[src/rtl/reg_file_sb_if.sv]
// Issue / operand / writeback bundle for the scoreboarded register file.
// The master side drives requests, consumes operands and returns writebacks;
// the slave side is the register file itself.
interface reg_file_sb_if #(
  parameter int data_width = 8,
  parameter int addr_bits  = 3
);
  logic                  issue_valid;
  logic                  issue_ready;
  logic [addr_bits-1:0]  issue_rs0;
  logic [addr_bits-1:0]  issue_rs1;
  logic [addr_bits-1:0]  issue_rd;
  logic                  issue_wr;

  logic                  op_valid;
  logic                  op_ready;
  logic [data_width-1:0] op_a;
  logic [data_width-1:0] op_b;
  logic [addr_bits-1:0]  op_rd;
  logic                  op_wr;

  logic                  wb_en;
  logic [addr_bits-1:0]  wb_addr;
  logic [data_width-1:0] wb_data;

  modport master (
    output issue_valid, issue_rs0, issue_rs1, issue_rd, issue_wr,
    output op_ready, wb_en, wb_addr, wb_data,
    input  issue_ready, op_valid, op_a, op_b, op_rd, op_wr
  );

  modport slave (
    input  issue_valid, issue_rs0, issue_rs1, issue_rd, issue_wr,
    input  op_ready, wb_en, wb_addr, wb_data,
    output issue_ready, op_valid, op_a, op_b, op_rd, op_wr
  );
endinterface

[src/rtl/reg_file_sb.sv]
// Register file with busy-bit scoreboard and a one-entry operand stage.
// Issues stall on RAW/WAW hazards against outstanding writes; a writeback
// arriving in the same cycle as an issue is bypassed straight to the operand.

// n-way read mux: selects one width-bit word out of 2^sel_bits packed words.
module rf_mux #(
  parameter int width    = 8,
  parameter int sel_bits = 3
) (
  input  logic [(2**sel_bits)*width-1:0] data_in,
  input  logic [sel_bits-1:0]            sel,
  output logic [width-1:0]               data_out
);
  logic [width-1:0] words_s [2**sel_bits];

  // Split the packed input into addressable words.
  always_comb begin
    for (int i = 0; i < 2**sel_bits; i++) begin
      words_s[i] = data_in[i*width +: width];
    end
  end

  assign data_out = words_s[sel];
endmodule

module reg_file_sb #(
  parameter int data_width = 8,
  parameter int addr_bits  = 3
) (
  input  logic         clk,
  input  logic         rst,
  reg_file_sb_if.slave bus
);
  localparam int nreg = 2**addr_bits;
  localparam logic [addr_bits-1:0] zero_addr = {addr_bits{1'b0}};

  logic [nreg-1:0][data_width-1:0] regs_r;
  logic [nreg-1:0]                 busy_r;
  logic [nreg-1:0]                 busy_nxt_s;

  logic                  op_valid_r;
  logic [data_width-1:0] op_a_r;
  logic [data_width-1:0] op_b_r;
  logic [addr_bits-1:0]  op_rd_r;
  logic                  op_wr_r;

  logic [data_width-1:0] arr_a_s;
  logic [data_width-1:0] arr_b_s;
  logic [data_width-1:0] opnd_a_s;
  logic [data_width-1:0] opnd_b_s;
  logic                  wb_live_s;
  logic                  hit_a_s;
  logic                  hit_b_s;
  logic                  hit_rd_s;
  logic                  haz_a_s;
  logic                  haz_b_s;
  logic                  waw_s;
  logic                  issue_ready_s;
  logic                  accept_s;

  rf_mux #(.width(data_width), .sel_bits(addr_bits)) u_mux_a (
    .data_in  (regs_r),
    .sel      (bus.issue_rs0),
    .data_out (arr_a_s)
  );

  rf_mux #(.width(data_width), .sel_bits(addr_bits)) u_mux_b (
    .data_in  (regs_r),
    .sel      (bus.issue_rs1),
    .data_out (arr_b_s)
  );

  // Hazard detection and accept decision; a same-cycle writeback clears a hazard.
  always_comb begin
    wb_live_s     = bus.wb_en && (bus.wb_addr != zero_addr);
    hit_a_s       = wb_live_s && (bus.wb_addr == bus.issue_rs0);
    hit_b_s       = wb_live_s && (bus.wb_addr == bus.issue_rs1);
    hit_rd_s      = wb_live_s && (bus.wb_addr == bus.issue_rd);
    haz_a_s       = busy_r[bus.issue_rs0] && !hit_a_s;
    haz_b_s       = busy_r[bus.issue_rs1] && !hit_b_s;
    waw_s         = bus.issue_wr && (bus.issue_rd != zero_addr) &&
                    busy_r[bus.issue_rd] && !hit_rd_s;
    issue_ready_s = (!op_valid_r || bus.op_ready) && !haz_a_s && !haz_b_s && !waw_s;
    accept_s      = bus.issue_valid && issue_ready_s;
  end

  // Operand A selection: register 0 is hard zero, then bypass, then array.
  always_comb begin
    opnd_a_s = {data_width{1'b0}};
    if (bus.issue_rs0 == zero_addr) begin
      opnd_a_s = {data_width{1'b0}};
    end else if (hit_a_s) begin
      opnd_a_s = bus.wb_data;
    end else begin
      opnd_a_s = arr_a_s;
    end
  end

  // Operand B selection: register 0 is hard zero, then bypass, then array.
  always_comb begin
    opnd_b_s = {data_width{1'b0}};
    if (bus.issue_rs1 == zero_addr) begin
      opnd_b_s = {data_width{1'b0}};
    end else if (hit_b_s) begin
      opnd_b_s = bus.wb_data;
    end else begin
      opnd_b_s = arr_b_s;
    end
  end

  // Next busy vector: writeback clears first, an accepted write issue sets last.
  always_comb begin
    busy_nxt_s = busy_r;
    if (wb_live_s) begin
      busy_nxt_s[bus.wb_addr] = 1'b0;
    end else begin
      busy_nxt_s = busy_r;
    end
    if (accept_s && bus.issue_wr && (bus.issue_rd != zero_addr)) begin
      busy_nxt_s[bus.issue_rd] = 1'b1;
    end else begin
      busy_nxt_s[0] = 1'b0;
    end
  end

  // Register array and scoreboard state; register 0 is never written.
  always_ff @(posedge clk or negedge rst) begin
    if (!rst) begin
      regs_r <= '0;
      busy_r <= {nreg{1'b0}};
    end else begin
      busy_r <= busy_nxt_s;
      if (wb_live_s) begin
        regs_r[bus.wb_addr] <= bus.wb_data;
      end else begin
        regs_r <= regs_r;
      end
    end
  end

  // Operand stage: load on accept, drain on consume, otherwise hold.
  always_ff @(posedge clk or negedge rst) begin
    if (!rst) begin
      op_valid_r <= 1'b0;
      op_a_r     <= {data_width{1'b0}};
      op_b_r     <= {data_width{1'b0}};
      op_rd_r    <= zero_addr;
      op_wr_r    <= 1'b0;
    end else if (accept_s) begin
      op_valid_r <= 1'b1;
      op_a_r     <= opnd_a_s;
      op_b_r     <= opnd_b_s;
      op_rd_r    <= bus.issue_rd;
      op_wr_r    <= bus.issue_wr;
    end else if (op_valid_r && bus.op_ready) begin
      op_valid_r <= 1'b0;
    end else begin
      op_valid_r <= op_valid_r;
    end
  end

  assign bus.issue_ready = issue_ready_s;
  assign bus.op_valid    = op_valid_r;
  assign bus.op_a        = op_a_r;
  assign bus.op_b        = op_b_r;
  assign bus.op_rd       = op_rd_r;
  assign bus.op_wr       = op_wr_r;
endmodule

[src/flat_wrapper.sv]
// flat-port wrapper written by rule: the top's interface ports become plain ports
module reg_file_sb_flat 
#(
  parameter int data_width = 8,
  parameter int addr_bits  = 3
)
  (clk, rst, bus_issue_valid, bus_issue_rs0, bus_issue_rs1, bus_issue_rd, bus_issue_wr, bus_op_ready, bus_wb_en, bus_wb_addr, bus_wb_data, bus_issue_ready, bus_op_valid, bus_op_a, bus_op_b, bus_op_rd, bus_op_wr);
  reg_file_sb_if #(.data_width(data_width), .addr_bits(addr_bits)) bus_i ();
  input  logic clk;
  input  logic rst;
  input wire logic [$bits(bus_i.issue_valid)-1:0] bus_issue_valid;
  input wire logic [$bits(bus_i.issue_rs0)-1:0] bus_issue_rs0;
  input wire logic [$bits(bus_i.issue_rs1)-1:0] bus_issue_rs1;
  input wire logic [$bits(bus_i.issue_rd)-1:0] bus_issue_rd;
  input wire logic [$bits(bus_i.issue_wr)-1:0] bus_issue_wr;
  input wire logic [$bits(bus_i.op_ready)-1:0] bus_op_ready;
  input wire logic [$bits(bus_i.wb_en)-1:0] bus_wb_en;
  input wire logic [$bits(bus_i.wb_addr)-1:0] bus_wb_addr;
  input wire logic [$bits(bus_i.wb_data)-1:0] bus_wb_data;
  output wire logic [$bits(bus_i.issue_ready)-1:0] bus_issue_ready;
  output wire logic [$bits(bus_i.op_valid)-1:0] bus_op_valid;
  output wire logic [$bits(bus_i.op_a)-1:0] bus_op_a;
  output wire logic [$bits(bus_i.op_b)-1:0] bus_op_b;
  output wire logic [$bits(bus_i.op_rd)-1:0] bus_op_rd;
  output wire logic [$bits(bus_i.op_wr)-1:0] bus_op_wr;
  assign bus_i.issue_valid = bus_issue_valid;
  assign bus_i.issue_rs0 = bus_issue_rs0;
  assign bus_i.issue_rs1 = bus_issue_rs1;
  assign bus_i.issue_rd = bus_issue_rd;
  assign bus_i.issue_wr = bus_issue_wr;
  assign bus_i.op_ready = bus_op_ready;
  assign bus_i.wb_en = bus_wb_en;
  assign bus_i.wb_addr = bus_wb_addr;
  assign bus_i.wb_data = bus_wb_data;
  assign bus_issue_ready = bus_i.issue_ready;
  assign bus_op_valid = bus_i.op_valid;
  assign bus_op_a = bus_i.op_a;
  assign bus_op_b = bus_i.op_b;
  assign bus_op_rd = bus_i.op_rd;
  assign bus_op_wr = bus_i.op_wr;
  reg_file_sb #(.data_width(data_width), .addr_bits(addr_bits)) u_core (.clk(clk), .rst(rst), .bus(bus_i));
endmodule
[config.mk]
export PLATFORM = sky130hd
export DESIGN_NAME = reg_file_sb_flat
export DESIGN_NICKNAME = d
export VERILOG_FILES = /design/src/rtl/reg_file_sb_if.sv /design/src/rtl/reg_file_sb.sv /design/src/flat_wrapper.sv
export SDC_FILE = /design/constraint.sdc
export NUM_CORES = 1
export LEC_CHECK = 0
export CAP_MARGIN = 5
export CORE_MARGIN = 3
export CORE_UTILIZATION = 45
export CTS_CLUSTER_DIAMETER = 40
export CTS_CLUSTER_SIZE = 14
export DETAILED_ROUTE_END_ITERATION = 16
export PLACE_DENSITY_LB_ADDON = 0.05
export SETUP_SLACK_MARGIN = 0.05
export SLEW_MARGIN = 10
export SYNTH_ARGS = -nofsm -noshare
export SYNTH_HDL_FRONTEND = slang
export SYNTH_SLANG_ARGS = --single-unit
[constraint.sdc]
create_clock -name clk -period 6.95 [get_ports clk]
set_clock_uncertainty 0.2 [all_clocks]
set_input_delay 1.39 -clock clk [delete_from_list [all_inputs] [get_ports clk]]
set_output_delay 1.39 -clock clk [all_outputs]
set_load 0.01 [all_outputs]
==> out/results.tsv, run 1 <==
metric	value	unit
clock_sinks	93	
drtIter0Drc	207	
synth_cells	375	
dr.pass1.iters	4	
p_leak	0.002496	uW
synthFlopType	dfrtp_1	
worst_slew_pin_slew	1.144	ns
die_area	12970	um2
final_nets	429	
numCtsBuffers	9	
ant_nets	0	
grt_overflow	0	
diodes	0	
r2r_slack	4.22	ns
grt_pass1_vias	3611	
end_kind	primary output	
final.period_utilization	81.34	%
yosysSeqAreaShare	44.43	%
die_w	113.9	um
syn_nets	401	
synth_area	5238	um2
post_cts_buffers	0	
h-tree-depth	3	
die_y	113.9	um
status	finished clean	
p_total	1853	uW
fmaxAchievable	176.9	MHz
gp_congestion	0.7468	
gr-usage-all-layers	21.41	%
critPathArrivalTime	4.06	ns
clk_pin_slew	0.06	ns
drv_slew	0	
relSlewSlack	23.42	%
clockBufferDepth	2	
start_kind	primary input	
ir_drop	0.2403	mV
route.vias.total	3349	
remaining_drc_errors	0	
coreArea	11130	um2
tns	0	ns
portBuffers	47	
ctsHoldBuffers	0	
wl_per_cell	23.36	um
cts_tree	built	
synthArstFlopShare	100.0	%
path_class	primary input to primary output	
worstPathRequired	5.36	ns
clk_latency	0.35	ns
power.density	306.9	nW/um2
rsz0062_at_grt	no	
cts-root-buf	clkbuf_16	
setup-violations-final	0	
crit_fanout	23	
viasPerCell	6.111	
cts-resized-gates	0	
hold_violations	0	
num_rows	38	
synth_seq_cells	93	
synth_edf_count	0	
drive_above_1_share	36.52	%
synth.avg_cell_area	13.97	um2
start_util	47.08	%
grt_pass1_wl	20.73	mm
hp-class	flop to flop	
cap_violations	0	
synth_cell_types	47	
ys_warn_count	0	
timing.final.crit_period	5.653	ns
nFillCells	959	
antenna_found_initial	0	
wirelength	12.80	mm
ios	48	
dp_hpwl	8.246	mm
grt_max_degree	50	
synthToLayoutAreaGrowth	15.31	%
==> synthesized netlist by cell type, types with 5 or more instances <==
library cell	n	area, um2
clkbuf_1	15	56.30
buf_1	12	45.04
mux2i_1	11	110.1
a211oi_1	17	127.6
nor2_1	12	45.04
buf_6	5	56.30
mux2_4	11	165.2
buf_2	8	40.04
dfrtp_1	93	2327
xor2_1	8	70.07
nor3_1	13	65.06
a221oi_1	8	70.07
mux2_2	72	810.8
mux4_2	33	743.2
==> placed cells by master, fill, tap and decap left out, types with 3 or more instances in the layout <==
cell type,instances
a211oi_1,17
a221oi_1,8
a32o_1,4
and3_1,3
buf_4,12
clkbuf_16,9
clkbuf_8,3
clkdlybuf4s50_1,46
dfrtp_1,93
inv_1,4
mux2_2,72
mux2_4,11
mux2i_1,11
mux4_1,4
mux4_2,33
nand2_1,4
nand2b_1,4
nand3_1,3
nor2_1,12
nor2b_1,4
nor3_1,13
xor2_1,8
==> stage by stage <==
step / std cells / worst slack (ns) / cell area [um2] / util [%] / hold WS (ns)
after global routing: 548 / 1.058 / 6040 / 54.28 / 0.2091
after floorplan: 375 / 2.393 / 5238 / - / 0.2413
final: 548 / 1.297 / 6040 / 54.28 / 0.1936
after global placement: 532 / 1.256 / 5751 / 51.69 / 0.1780
after CTS: 548 / 1.267 / 6040 / 54.28 / 0.1995
after detailed placement: 532 / 1.276 / 5751 / 51.69 / 0.1833
==> worst paths after layout <==
kind	from	endpoint	cells past startpoint
max	bus_issue_rs0[0]	bus_issue_ready	7
min	u_core.regs_r[1]	u_core.regs_r[1]	0
min reg2reg	u_core.regs_r[1]	u_core.regs_r[1]	0
max reg2reg	u_core.busy_r[3]	u_core.bus.op_a[2]	6
max in group asynchronous	rst	u_core.busy_r[0]	2
min in group asynchronous	rst	u_core.regs_r[35]	1
==> cell type report <==
class                      count  area (um2)  share of cell area (%)
sequential                    93        2327                   38.53
clock inverter                 3       18.77                  0.3108
tap                          140       175.2                   2.900
multi-input combinational    236        2679                   44.35
inverter                       5       18.77                  0.3108
timing repair buffer          58       550.5                   9.115
clock buffer                  13       270.3                   4.475
==> power by group <==
group / internal [uW] / total, uW / leakage [uW] / switching (uW)
logic: 375 / 597 / 0.00120 / 222
registers: 683 / 775 / 0.00115 / 92.3
clock network: 272 / 481 / 0.000146 / 210
==> registers in the layout, summed over array words and instances (netlist names) <==
name	count
u_core.bus.op_b	8
u_core.busy_r	8
u_core.bus.op_wr	1
u_core.bus.op_a	8
u_core.bus.op_valid	1
u_core.regs_r	64
u_core.bus.op_rd	3
==> routing by layer <==
metal	share of wire, %	vias up	global-route usage [%]
met5	0	-	0
met4	1.6	0	6.730
met3	6.2	16	5.146
met2	47	93	32.90
met1	45	1731	30.28
li1	-	1509	-
==> cell families after synthesis <==
| logic type | after synthesis | synth area share (%) |
|---|---|---|
| AOI/OAI and AO/OA | 42 | 6.976 |
| xor gates and xnor gates | 9 | 1.505 |
| buffers and inverters | 46 | 4.419 |
| DFF | 93 | 44.43 |
| muxes | 133 | 37.36 |
| and+or+nand+nor | 52 | 5.303 |
==> critical path, stage by stage <==
cell and delay (ns):
clkdlybuf4s50_1 0.45, buf_4 0.39, mux4_2 0.56, o311ai_0 0.11
o221ai_1 0.25, a211oi_1 0.29, clkdlybuf4s50_1 0.61
(Power assumes the default switching activity.)
==> run 2: changes to the inputs <==
- clock period: 6.95 -> 4.6 ns (I/O delays scaled with it)
==> run 2 against run 1 <==
First-iteration DRC count rose by 37%; die area did not move; wire length rose by 2.7%; clock-buffer cell count fell by 1; combinational power rose by 55%; non-clock buffer count rose by 14.
==> out/results.tsv, run 2 (synthesis gave the netlist of run 1 again) <==
metric	value	unit	change
clockBufferDepth	2		unchanged
end_kind	primary output		
hold_ws	0.1931	ns	-0.0005890 ns
crit_fanout	5		-78%
die_area	12970	um2	unchanged
worst_slew_pin_slew	0.9531	ns	-0.1914 ns
grt_pass1_wl	20.62	mm	-0.56%
status	finished clean		
ant_nets	0		unchanged
path_class	primary input to primary output		
use_met2	33.53	%	+0.63 points
numCtsBuffers	9		unchanged
dpl_cell_area	5856	um2	+1.8%
drv_slew	0		unchanged
p_leak	0.002539	uW	+1.7%
synthToLayoutAreaGrowth	16.65	%	
final.period_utilization	94.22	%	
h-tree-depth	3		unchanged
die_y	113.9	um	unchanged
cts_tree	built		
rsz0062_at_grt	no		
grt_max_degree	72		+44%
coreArea	11130	um2	unchanged
wirelength	13.15	mm	+2.7%
clk_latency	0.35	ns	about the same
dp_hpwl	8.715	mm	+5.7%
ios	48		unchanged
use_met3	4.350	%	-0.80 points
largest_reg_flops	64		unchanged
nFillCells	943		-1.7%
multi_input_area	2684	um2	+0.19%
relSlewSlack	35.97	%	+13 points
p_total	2768	uW	+49%
critPathArrivalTime	3.21	ns	-0.85 ns
use_met1	30.38	%	+0.10 points
gp_congestion	0.8514		+14%
wl_per_cell	23.47	um	+0.49%
fin_ws	0.2658	ns	-1.031 ns
gr-usage-all-layers	21.36	%	-0.049 points
clock_sinks	93		unchanged
drive_above_1_share	38.10	%	+1.6 points
fmaxAchievable	230.7	MHz	
diodes	0		unchanged
final_cell_mix	93 x dfrtp_1, 72 x mux2_2, 46 x clkdlybuf4s50_1		
tns	0	ns	unchanged
seqCellArea	2327	um2	unchanged
ir_drop	0.2297	mV	-4.4%
start_util	47.08	%	unchanged
r2r_slack	1.76	ns	-2.46 ns
final_nets	443		+3.3%
die_w	113.9	um	unchanged
cap_violations	0		unchanged
drtIter0Drc	283		+37%
setup-violations-final	0		unchanged
start_kind	primary input		
viasPerCell	6.089		-0.36%
cts-root-buf	clkbuf_16		
grt_overflow	0		unchanged
antenna_found_initial	0		unchanged
clk_pin_slew	0.07	ns	about the same
worstPathRequired	3.48	ns	-1.88 ns
num_rows	38		unchanged
remaining_drc_errors	0		unchanged
final_common_cell	dfrtp_1		
timing.final.crit_period	4.334	ns	
route.vias.total	3410		+1.8%
post_cts_buffers	0		unchanged
largest-register	u_core.regs_r		
hold_violations	0		unchanged
portBuffers	47		unchanged
grt_busiest_layer	met2		
power.density	453.1	nW/um2	+48%
pre_cts_ws	0.1501	ns	-1.126 ns
hp-class	flop to flop		
grt_pass1_vias	3524		-2.4%
stdcell_area	6110	um2	+1.2%
dr.pass1.iters	4		unchanged
-- run 2: cell count changes in the layout (fill, tap and decap cells not counted), sizes merged --
cell,previous run,this run
buf,12,26
clkinv,3,1
clkbuf,13,12
clkinvlp,0,1
-- run 2: worst max-delay path: stages --
cell	delay [ns]
clkdlybuf4s50_1	0.60
buf_4	0.18
nand2_1	0.08
o311ai_0	0.39
o221ai_1	0.23
a211oi_2	0.22
clkdlybuf4s50_1	0.58
-- run 2: power breakdown --
part | switching, uW | total [uW] | internal [uW]
sequential | 139 | 1170 | 1030
combinational | 341 | 923 | 582
clock | 314 | 675 | 360
-- run 2: routing by layer --
| metal | routed length [um] | part of all wire (%) | up-vias |
|---|---|---|---|
| li1 | - | - | 1528 |
| met1 | 5934 | 45 | 1774 |
| met2 | 6311 | 48 | 96 |
| met3 | 698 | 5.3 | 12 |
| met4 | 200 | 1.5 | 0 |
| met5 | 0 | 0 | - |
-- run 2: worst paths after layout --
path,startpoint,to,depth (start not counted)
min in group asynchronous,rst,u_core.regs_r[14],1
worst max-delay path,bus_issue_rs0[0],bus_issue_ready,7
worst min-delay path,u_core.regs_r[6],u_core.regs_r[6],0
worst min register to register,u_core.regs_r[6],u_core.regs_r[6],0
max in group asynchronous,rst,u_core.regs_r[45],2
worst max register to register,u_core.busy_r[2],u_core.bus.op_a[0],7
-- run 2: timing repair --
item                                    4_1_cts  5_1_grt
hold endpoints to repair                      0        0
gates resized for setup                       0        2
hold buffers                                  0        0
endpoints found under the setup margin        0        1
-- run 2: per-stage QoR --
| stage | utilization (%) | cells |
|---|---|---|
| 3_5_place_dp | 52.63 | 546 |
| 3_3_place_gp | 52.63 | 546 |
| 6_report | 54.91 | 560 |
| 2_1_floorplan | - | 375 |
| 4_1_cts | 54.87 | 560 |
| 5_1_grt | 54.91 | 560 |
-- run 2: area by class of cell --
| cell class | count | share of cell area [%] |
|---|---|---|
| multi-input cells | 236 | 43.93 |
| flip-flops and latches | 93 | 38.09 |
| repair buffers | 72 | 10.73 |
| clock buffers | 12 | 3.871 |
| well taps | 140 | 2.867 |
| inverters | 5 | 0.3072 |
| clock inverters | 2 | 0.2048 |
==> patch, RTL diff (config.mk and constraints of run 1) <==
Make the reset (`rst`) synchronous in 2 clocked blocks.
--- a/src/rtl/reg_file_sb.sv
+++ b/src/rtl/reg_file_sb.sv
@@ -125,5 +125,5 @@
 
   // Register array and scoreboard state; register 0 is never written.
-  always_ff @(posedge clk or negedge rst) begin
+  always_ff @(posedge clk) begin
     if (!rst) begin
       regs_r <= '0;
@@ -140,5 +140,5 @@
 
   // Operand stage: load on accept, drain on consume, otherwise hold.
-  always_ff @(posedge clk or negedge rst) begin
+  always_ff @(posedge clk) begin
     if (!rst) begin
       op_valid_r <= 1'b0;
Formal check against the unedited RTL: differs if rst is asserted again (counterexample within 4 cycles, from zero or initial values and one cycle with rst low); with rst held inactive, the same outputs for 4 cycles.
==> patch against run 1 <==
  * Area after synthesis decreased by 5.8%
  * Die area down 5.5%
  * Sequential cell count stayed put
  * Sequential share of layout area is 5.4 points lower
  * Routed wire length up 9.7%
  * Global-route usage increased by 1.9 points
  * Via count grew 22%
  * Design area shrank 7.1%
  * Hold slack improved by 68 ps
  * Non-clock buffer count down 4
  * Fmax increased by 2.0%
  * Worst setup slack better by 110 ps
Power is not compared: it rests on default switching activity, and its combinational part moved more than twofold at a synthesized area within 25%.
==> patch: results (changes against run 1) <==
Share of cells above drive strength 1 -> 0.118 (was 0.365)
Mean Syn Cell Area -> 9.26 um2 (was 14.0 um2)
Ant. Diodes -> 0 (unchanged)
Drt wl/cell -> 20.2 um (was 23.4 um)
Seq/Total Area, Yosys -> 0.377 (was 0.444)
Maximum vdd ir drop -> 0.104 mV
Ys async rst share -> 0 (was 1.00)
Status -> complete, no violations (unchanged)
Slew of the pin with the lowest slew margin -> 964 ps (was 1140 ps)
DRT Pass-1 Iters -> 5 (was 4)
Initial antenna violation count -> 0 (unchanged)
CTS buffer count -> 9 (unchanged)
First-pass GRT wire length -> 22.5 mm (was 20.7 mm)
FF-to-FF path depth -> 5 (was 6)
Reg with most FFs -> u_core.regs_r (unchanged)
Routability Congestion -> 0.895 (was 0.747)
Placed Instances -> 681 (was 532)
Yosys warning total -> 0 (unchanged)
Total number of vias -> 4,099 (was 3,349)
Postcts setup bufs -> 0 (unchanged)
Clk buf depth -> 2 (unchanged)
Worst Setup SP -> bus_issue_rs1[1] (was bus_issue_rs0[0])
Clk Latency, worst-skew pair -> 360 ps
Largest net degree at the start of global routing -> 54 (was 50)
Worst-path clk slew -> 80 ps (was 60 ps)
R2r setup slk -> 4390 ps (was 4220 ps)
Crit-path max cell delay -> 930 ps (was 610 ps)
Post-CTS sizing -> 0 (unchanged)
Post-Place Worst Slack -> 1410 ps (was 1280 ps)
Max cap viols -> 0 (unchanged)
Most frequent cells after synthesis -> nand2_1 (151), dfxtp_1 (93), a21oi_1 (57), mux2i_1 (39), mux4_2 (37) (was dfrtp_1 (93), mux2_2 (72), mux4_2 (33), a211oi_1 (17), clkbuf_1 (15))
Clock root cell -> clkbuf_8 (was clkbuf_16)
Primary FF master, synth -> dfxtp_1 (was dfrtp_1)
DP HPWL -> 9.57 mm (was 8.25 mm)
Htree depth -> 3 (unchanged)
Final Cycle Share -> 0.797 (was 0.813)
Layout Cells excl Fill -> 696 (was 548)
Ranking of synthesized cells by area -> dfxtp_1 (38%), mux4_2 (17%), nand2_1 (11%) (was dfrtp_1 (44%), mux2_2 (15%), mux4_2 (14%))
Critical R2R Capture -> u_core.bus.op_b[6] (was u_core.bus.op_a[2])
Critical Path AT -> 3950 ps (was 4060 ps)
Max reg flops -> 64 (unchanged)
Initial drt markers -> 380 (was 207)
Residual DRC -> 0 (unchanged)
CP max-delay cell -> clkdlybuf4s50_1 (unchanged)
Mapped Nets -> 559 (was 401)
Setup tns final -> 0 ps (unchanged)
Fillcell total -> 976 (was 959)
Worst-path maximum fanout -> 11 (was 23)
Nets -> 582 (was 429)
Final setup viols -> 0 (unchanged)
FF-to-FF Start -> u_core.busy_r[7] (was u_core.busy_r[3])
Synth unique cells -> 42 (was 47)
Design area -> 5610 um2 (was 6040 um2)
Setup crit end -> bus_issue_ready (unchanged)
Port Buf Inserts -> 47 (unchanged)
Global Route Usage Sum -> 0.233 (was 0.214)
Worst Hold Class -> reg2reg (unchanged)
Delay-heaviest family, CP -> buffers and inverters (unchanged)
Post-Place Cell Area -> 5420 um2 (was 5750 um2)
-- patch: worst min path at each step --
stage	startpoint	to	slack [ps]	cells after the start
global placement	u_core.bus.op_wr	u_core.bus.op_wr	240	2
CTS	u_core.bus.op_rd[2]	u_core.bus.op_rd[2]	260	2
finish	u_core.bus.op_a[5]	u_core.bus.op_a[5]	260	2
global route	u_core.bus.op_rd[2]	u_core.bus.op_rd[2]	280	2
detailed placement	u_core.bus.op_rd[2]	u_core.bus.op_rd[2]	250	2
floorplan	u_core.regs_r[16]	u_core.regs_r[16]	240	2
-- patch: metal layers --
layer / track usage / vias to the layer above / wire length (um)
met4: 0.0739 / 0 / 231
li1: - / 1957 / -
met3: 0.0420 / 17 / 905
met2: 0.375 / 137 / 6600
met5: 0 / - / 0
met1: 0.320 / 1988 / 6310
-- patch: logic make-up (layout without fill, tap and decap cells) --
kind of cell    Yosys count  count (layout)  synth area share
compound gates           97              97             0.127
xor+xnor                  8               8            0.0142
buf+inv                  48              75            0.0474
flops                    93              93             0.377
mux                      77              77             0.253
simple gates            210             210             0.182
-- patch: power breakdown --
part | switching [W] | internal (W)
sequential | 0.00000763 | 0.000545
clock | 0.000186 | 0.000175
combinational | 0.0000907 | 0.0000635
total | 0.000284 | 0.000784
-- patch: cell type report --
cell class | count | share of cell area
sequential | 93 | 0.332
timing repair buffer | 54 | 0.0932
clock inverter | 3 | 0.00825
inverter | 6 | 0.00401
tap | 136 | 0.0303
multi-input combinational | 392 | 0.507
clock buffer | 12 | 0.0259
-- patch: worst min-delay path, delay by kind of cell, from the launching register on --
kind	cells	cell delay (ps)
DFF	1	310
and+or+nand+nor	1	50
muxes	1	50
